--- src/rtl/phase_timer_if.sv ---
// Bundles the phase FSM's indicators, the duration config port, the pedestrian
// request and the timer's outputs. The FSM/controller side takes the master
// modport and phase_timer takes the slave modport.
interface phase_timer_if #(
  parameter int CNT_W = 8
);
  logic             fsm_g;
  logic             fsm_y;
  logic             fsm_r;
  logic             cfg_we;
  logic [1:0]       cfg_sel;
  logic [CNT_W-1:0] cfg_data;
  logic             ped_req;
  logic             g_end;
  logic             y_end;
  logic             r_end;
  logic [CNT_W-1:0] remain;
  logic             sec_tick;

  modport master (
    output fsm_g, fsm_y, fsm_r, cfg_we, cfg_sel, cfg_data, ped_req,
    input  g_end, y_end, r_end, remain, sec_tick
  );

  modport slave (
    input  fsm_g, fsm_y, fsm_r, cfg_we, cfg_sel, cfg_data, ped_req,
    output g_end, y_end, r_end, remain, sec_tick
  );
endinterface

--- src/rtl/phase_timer.sv ---
// Times each traffic-light phase reported by the phase FSM and pulses the
// matching *_end output when its programmed duration (in seconds) runs out.
// The end pulse, sec_tick and the remain decrement all appear in the cycle
// right after the prescaler wraps, so every output comes straight from a flop.
// A pedestrian request raised outside green stays latched until a green phase
// is counting, where it is either applied or dropped.
module phase_timer #(
  parameter int CLK_DIV = 50000000,
  parameter int CNT_W   = 8,
  parameter int G_DEF   = 30,
  parameter int Y_DEF   = 3,
  parameter int R_DEF   = 2,
  parameter int PED_MIN = 5
) (
  input  logic          clk,
  input  logic          rst,
  phase_timer_if.slave  bus
);

  localparam int PW = $clog2(CLK_DIV);

  typedef enum logic [1:0] {
    IDLE  = 2'd0,
    LOAD  = 2'd1,
    COUNT = 2'd2,
    WAIT  = 2'd3
  } state_e;

  state_e           state_q;
  logic [CNT_W-1:0] remain_q;
  logic [PW-1:0]    presc_q;
  logic             ped_q;
  logic [2:0]       prev_phase_q;
  logic [CNT_W-1:0] g_dur_q;
  logic [CNT_W-1:0] y_dur_q;
  logic [CNT_W-1:0] r_dur_q;
  logic             g_end_q;
  logic             y_end_q;
  logic             r_end_q;
  logic             sec_tick_q;

  logic [2:0]       phase;
  logic             phase_valid;
  logic             phase_new;
  logic             in_green;
  logic             ped_eff;
  logic             ped_hit;
  logic             wrap;
  logic [CNT_W-1:0] load_d;

  assign phase       = {bus.fsm_g, bus.fsm_y, bus.fsm_r};
  assign phase_valid = (phase == 3'b100) || (phase == 3'b010) || (phase == 3'b001);
  assign phase_new   = phase_valid && (phase != prev_phase_q);
  assign in_green    = (phase == 3'b100);
  assign ped_eff     = ped_q | bus.ped_req;
  assign ped_hit     = in_green && ped_eff && (remain_q > CNT_W'(PED_MIN));
  assign wrap        = (presc_q == PW'(CLK_DIV - 1));

  // Pick the shadow duration for the phase being loaded; zero means one second.
  always_comb begin
    load_d = r_dur_q;
    case (phase)
      3'b100:  load_d = g_dur_q;
      3'b010:  load_d = y_dur_q;
      default: load_d = r_dur_q;
    endcase
    if (load_d == '0) begin
      load_d = CNT_W'(1);
    end
  end

  // Shadow duration registers; a write only matters at the next LOAD.
  always_ff @(posedge clk) begin
    if (rst) begin
      g_dur_q <= CNT_W'(G_DEF);
      y_dur_q <= CNT_W'(Y_DEF);
      r_dur_q <= CNT_W'(R_DEF);
    end else if (bus.cfg_we) begin
      case (bus.cfg_sel)
        2'd0:    g_dur_q <= bus.cfg_data;
        2'd1:    y_dur_q <= bus.cfg_data;
        2'd2:    r_dur_q <= bus.cfg_data;
        default: ;
      endcase
    end
  end

  // Phase sequencer: spot a new phase, load its duration, count seconds, pulse its end.
  always_ff @(posedge clk) begin
    if (rst) begin
      state_q      <= IDLE;
      remain_q     <= '0;
      presc_q      <= '0;
      ped_q        <= 1'b0;
      prev_phase_q <= 3'b000;
      g_end_q      <= 1'b0;
      y_end_q      <= 1'b0;
      r_end_q      <= 1'b0;
      sec_tick_q   <= 1'b0;
    end else begin
      prev_phase_q <= phase;
      g_end_q      <= 1'b0;
      y_end_q      <= 1'b0;
      r_end_q      <= 1'b0;
      sec_tick_q   <= 1'b0;
      if (bus.ped_req) begin
        ped_q <= 1'b1;
      end
      if (!phase_valid) begin
        state_q  <= IDLE;
        remain_q <= '0;
        presc_q  <= '0;
      end else begin
        case (state_q)
          IDLE: begin
            state_q <= LOAD;
          end
          LOAD: begin
            remain_q <= load_d;
            presc_q  <= '0;
            state_q  <= COUNT;
          end
          COUNT: begin
            if (phase_new) begin
              state_q <= LOAD;
            end else begin
              presc_q    <= wrap ? '0 : presc_q + PW'(1);
              sec_tick_q <= wrap;
              if (in_green && ped_eff) begin
                ped_q <= 1'b0;
              end
              if (ped_hit) begin
                remain_q <= CNT_W'(PED_MIN);
              end else if (wrap) begin
                if (remain_q > CNT_W'(1)) begin
                  remain_q <= remain_q - CNT_W'(1);
                end else begin
                  remain_q <= '0;
                  g_end_q  <= bus.fsm_g;
                  y_end_q  <= bus.fsm_y;
                  r_end_q  <= bus.fsm_r;
                  state_q  <= WAIT;
                end
              end
            end
          end
          WAIT: begin
            remain_q <= '0;
            if (phase_new) begin
              state_q <= LOAD;
            end
          end
          default: begin
            state_q <= IDLE;
          end
        endcase
      end
    end
  end

  assign bus.g_end    = g_end_q;
  assign bus.y_end    = y_end_q;
  assign bus.r_end    = r_end_q;
  assign bus.remain   = remain_q;
  assign bus.sec_tick = sec_tick_q;

endmodule
--- src/flat_wrapper.sv ---
// flat-port wrapper written by rule: the top's interface ports become plain ports
module phase_timer_flat 
#(
  parameter int CLK_DIV = 50000000,
  parameter int CNT_W   = 8,
  parameter int G_DEF   = 30,
  parameter int Y_DEF   = 3,
  parameter int R_DEF   = 2,
  parameter int PED_MIN = 5
)
  (clk, rst, bus_fsm_g, bus_fsm_y, bus_fsm_r, bus_cfg_we, bus_cfg_sel, bus_cfg_data, bus_ped_req, bus_g_end, bus_y_end, bus_r_end, bus_remain, bus_sec_tick);
  phase_timer_if #(.CNT_W(CNT_W)) bus_i ();
  input  logic clk;
  input  logic rst;
  input wire logic [$bits(bus_i.fsm_g)-1:0] bus_fsm_g;
  input wire logic [$bits(bus_i.fsm_y)-1:0] bus_fsm_y;
  input wire logic [$bits(bus_i.fsm_r)-1:0] bus_fsm_r;
  input wire logic [$bits(bus_i.cfg_we)-1:0] bus_cfg_we;
  input wire logic [$bits(bus_i.cfg_sel)-1:0] bus_cfg_sel;
  input wire logic [$bits(bus_i.cfg_data)-1:0] bus_cfg_data;
  input wire logic [$bits(bus_i.ped_req)-1:0] bus_ped_req;
  output wire logic [$bits(bus_i.g_end)-1:0] bus_g_end;
  output wire logic [$bits(bus_i.y_end)-1:0] bus_y_end;
  output wire logic [$bits(bus_i.r_end)-1:0] bus_r_end;
  output wire logic [$bits(bus_i.remain)-1:0] bus_remain;
  output wire logic [$bits(bus_i.sec_tick)-1:0] bus_sec_tick;
  assign bus_i.fsm_g = bus_fsm_g;
  assign bus_i.fsm_y = bus_fsm_y;
  assign bus_i.fsm_r = bus_fsm_r;
  assign bus_i.cfg_we = bus_cfg_we;
  assign bus_i.cfg_sel = bus_cfg_sel;
  assign bus_i.cfg_data = bus_cfg_data;
  assign bus_i.ped_req = bus_ped_req;
  assign bus_g_end = bus_i.g_end;
  assign bus_y_end = bus_i.y_end;
  assign bus_r_end = bus_i.r_end;
  assign bus_remain = bus_i.remain;
  assign bus_sec_tick = bus_i.sec_tick;
  phase_timer #(.CLK_DIV(CLK_DIV), .CNT_W(CNT_W), .G_DEF(G_DEF), .Y_DEF(Y_DEF), .R_DEF(R_DEF), .PED_MIN(PED_MIN)) u_core (.clk(clk), .rst(rst), .bus(bus_i));
endmodule
--- config.mk ---
export PLATFORM = sky130hd
export DESIGN_NAME = phase_timer_flat
export DESIGN_NICKNAME = d
export VERILOG_FILES = /design/src/rtl/phase_timer_if.sv /design/src/rtl/phase_timer.sv /design/src/flat_wrapper.sv
export SDC_FILE = /design/constraint.sdc
export NUM_CORES = 1
export LEC_CHECK = 0
export CELL_PAD_IN_SITES_DETAIL_PLACEMENT = 0
export CELL_PAD_IN_SITES_GLOBAL_PLACEMENT = 1
export CORE_UTILIZATION = 47
export DETAILED_ROUTE_END_ITERATION = 8
export PLACE_DENSITY_LB_ADDON = 0.1
export RECOVER_POWER = 50
export SYNTH_ARGS = -nofsm -noshare
export SYNTH_HDL_FRONTEND = slang
export SYNTH_SLANG_ARGS = --single-unit
--- constraint.sdc ---
create_clock -name clk -period 5.2 [get_ports clk]
set_input_delay 1.04 -clock clk [delete_from_list [all_inputs] [get_ports clk]]
set_output_delay 1.04 -clock clk [all_outputs]
set_load 0.005 [all_outputs]
==> results.toml <==
[sta]
finalHoldViolCount = 0
maxSlewViolCount = 0
finalCritPeriodShare_pct = 73.6
relSlewSlack_pct = 8.35
rsz0062_at_grt = "false"
tightestPinTransition_ns = 1.37
setup_tns_ns = 0
fmax_mhz = 261
min_period_ns = 3.83
setup_violations = 0
whs_ns = 0.470
fin_skew_ns = 0.0135

[grt]
groute.usage.overall_pct = 21.3
gr-total-overflow = 0
grt_pass1_vias = 2564
grt_pass1_wl_um = 12500
antenna_found_initial = 0
grt_max_degree = 31

[drt]
via_per_inst = 5.54
drt-initial-drc-count = 92
firstDrtPassIters = 5
drcViolationCount = 0
wl_um = 7530
drtAntennaViolNets = 0
wl_per_cell_um = 14.8
vias = 2824

[critical_path]
critPathArrivalTime_ns = 4.10
crit_required_ns = 5.47
critPathLaunchType = "primary input"
path_class = "primary input to flip-flop"
slowest_stage = "dlygate4sd3_1"
crit_chain = "dlygate4sd3_1, o21bai_1, o21ai_1, a41oi_2, nand3_1, or3_1, a21oi_1"
cp-end-kind = "flip-flop"
critical_path.max_stage_delay_ns = 0.77
path_max_fanout = 18

[synth]
synth_nets = 411
synth_ff_type = "dfxtp_1"
syn_avg_cell_area_um2 = 8.76
synth_edf_count = 0
synth_top_cell_by_area = "dfxtp_1"
synthArstFlopShare_pct = 0
synth_area_leaders = "dfxtp_1, nor2_1, mux2i_1"
synth_cells = 386
seq_area_frac_synth_pct = 40.3
ys_ff_latch = 68
ys_warn_count = 0
synth_cell_types = 53
syn_area_um2 = 3380
synth_top_area_share_pct = 40.3

[die]
rows = 30
die_w_um = 86.8
pin_count = 29
die_h_um = 86.8
core_um2 = 6870
dieArea_um2 = 7540
start_util_pct = 49.2

[cts]
clock_sinks = 68
cts_tree = "yes"
cts_resized = 0
holdBufCountCts = 0
cts_buffers = 9
clkLatencyLatePin_ns = 0.35
clk_path_buf_depth = 2
htree_levels = 3
cts_setup_buffers = 0
cts.clk_slew.worst_paths_ns = 0.07
root_buffer = "clkbuf_8"

[cells_and_area]
final_layout_size_suffix_gt1_share_pct = 6.28
nNetsFinal = 437
areaGrowthSynthToFinish_pct = 16.1
finalNonFillerCells = 510
fill_cells = 680
insertedDiodeCount = 0

[placement]
hpwl_um = 5360
dp_cells = 497
gp_congestion = 0.834
portBuffers = 28

[pwr]
ir_drop_uv = 156
combPwrFrac_pct = 9.7
p_sw_share_pct = 24.1
pwr-share-seq_pct = 51.0
power_switching_uw = 255
p_per_area_nw_per_um2 = 269
p_leak_nw = 1.55
clkPwrFrac_pct = 39.2
p_int_uw = 802
power_mw = 1.06

[status]
status = "complete, no violations"

[min_path]
hp-class = "flip-flop to flip-flop"

[flow_run]
drv_cap = 0
## stage by stage
step	instance area, um2	utilization [%]	setup slack, ns
finish	3930	57.2	1.37
global route	3930	57.2	1.14
CTS	3930	57.2	1.43
detailed placement	3750	54.6	1.06
global placement	3750	54.6	1.16
floorplan	3380	-	2.25
## cells in the final DEF (no fill, tap or decap), types with 3 or more instances in the layout
| master | count |
|---|---|
| and4_1 | 4 |
| o211ai_1 | 3 |
| nor3_1 | 4 |
| mux2i_1 | 20 |
| nor2_1 | 65 |
| clkbuf_8 | 10 |
| inv_1 | 11 |
| or2_2 | 3 |
| nand3_1 | 13 |
| dlygate4sd3_1 | 14 |
| o21ai_0 | 8 |
| a22o_1 | 16 |
| dfxtp_1 | 68 |
| ha_1 | 8 |
| xnor2_1 | 3 |
| nand2b_1 | 5 |
| nor3b_1 | 6 |
| and3_1 | 13 |
| nand2_1 | 13 |
| nand4_1 | 10 |
| xor2_1 | 21 |
| clkdlybuf4s50_1 | 14 |
| o22ai_1 | 5 |
| a31oi_1 | 4 |
| a211o_1 | 7 |
| a21oi_1 | 17 |
| nor2b_1 | 8 |
| buf_4 | 4 |
## kinds of logic (layout without fill, tap and decap cells)
kind of cell | count (synthesis) | in the layout | share of synthesized area [%]
buffers and inverters | 29 | 57 | 3.37
multiplexers | 21 | 21 | 6.25
AO/OA/AOI/OAI | 78 | 78 | 16.8
flip-flops | 68 | 68 | 40.3
XOR/XNOR | 24 | 24 | 6.22
AND/OR/NAND/NOR | 158 | 158 | 24.2
adder cells (fa/ha/maj) | 8 | 8 | 2.96
## power by group through the flow
| stage | Sequential, mW | Clock [mW] | Combinational (mW) |
|---|---|---|---|
| 6_report | 0.539 | 0.415 | 0.103 |
| 5_1_grt | 0.540 | 0.452 | 0.114 |
| 4_1_cts | 0.539 | 0.428 | 0.104 |
| 3_5_place_dp | 0.551 | 0 | 0.103 |
| 3_3_place_gp | 0.551 | 0 | 0.102 |
| 2_1_floorplan | 0.548 | 0 | 0.0704 |
## layer usage
layer / GRT usage (%) / part of all wire [%] / wire length (um)
met1: 31.5 / 54 / 4040
met2: 30.5 / 42 / 3190
met3: 4.86 / 2.9 / 218
met4: 6.82 / 1.2 / 92
met5: 0 / 0 / 0
## cells in the mapped netlist, drive strengths merged, types with 2 or more instances
cell type,number
nand4,10
a22o,16
o311ai,2
nand3,13
o21ai,10
inv,11
nor2b,8
xor2,21
a41oi,2
or2,3
nand2b,5
a31oi,4
a211oi,3
ha,8
mux2i,20
a211o,7
and4,4
o22ai,5
nor2,65
nor4,2
nor3,4
or4,2
o211ai,3
dfxtp,68
clkbuf,13
buf,5
o31ai,3
nand3b,2
and3,13
or3,2
xnor2,3
a21oi,17
nor3b,6
nand2,13
## cell type report
| cell class | instances | area (um2) | share of cell area [%] |
|---|---|---|---|
| multi-input combinational | 289 | 1910 | 48.7 |
| sequential | 68 | 1360 | 34.7 |
| timing repair buffer | 33 | 314 | 8.00 |
| clock buffer | 10 | 138 | 3.51 |
| tap | 96 | 120 | 3.06 |
| inverter | 11 | 41.3 | 1.05 |
| clock inverter | 3 | 40.0 | 1.02 |
## state kept, by name (all words and copies together), names as in the netlist
signal,flops
u_core.bus.sec_tick,1
u_core.bus.g_end,1
u_core.r_dur_q,8
u_core.bus.y_end,1
u_core.g_dur_q,8
u_core.bus.r_end,1
u_core.bus.remain,8
u_core.ped_q,1
u_core.presc_q,26
u_core.state_q,2
u_core.prev_phase_q,3
u_core.y_dur_q,8
## path summary, 6_finish.rpt
kind	from	to	slack (ns)	depth (start not counted)
setup / recovery	bus_fsm_y	u_core.presc_q[24]	1.37	7
hold / removal	u_core.y_dur_q[0]	u_core.y_dur_q[0]	0.47	1
setup reg to reg	u_core.bus.remain[4]	u_core.state_q[1]	2.60	6
hold reg to reg	u_core.y_dur_q[0]	u_core.y_dur_q[0]	0.47	1
## worst max-delay path: cells and delay by family
kind,cells,cell delay [ns]
AOI/OAI and AO/OA,4,1.64
buffers and inverters,1,0.77
and+or+nand+nor,2,0.65
No activity file was read; power rests on OpenSTA's default activity.
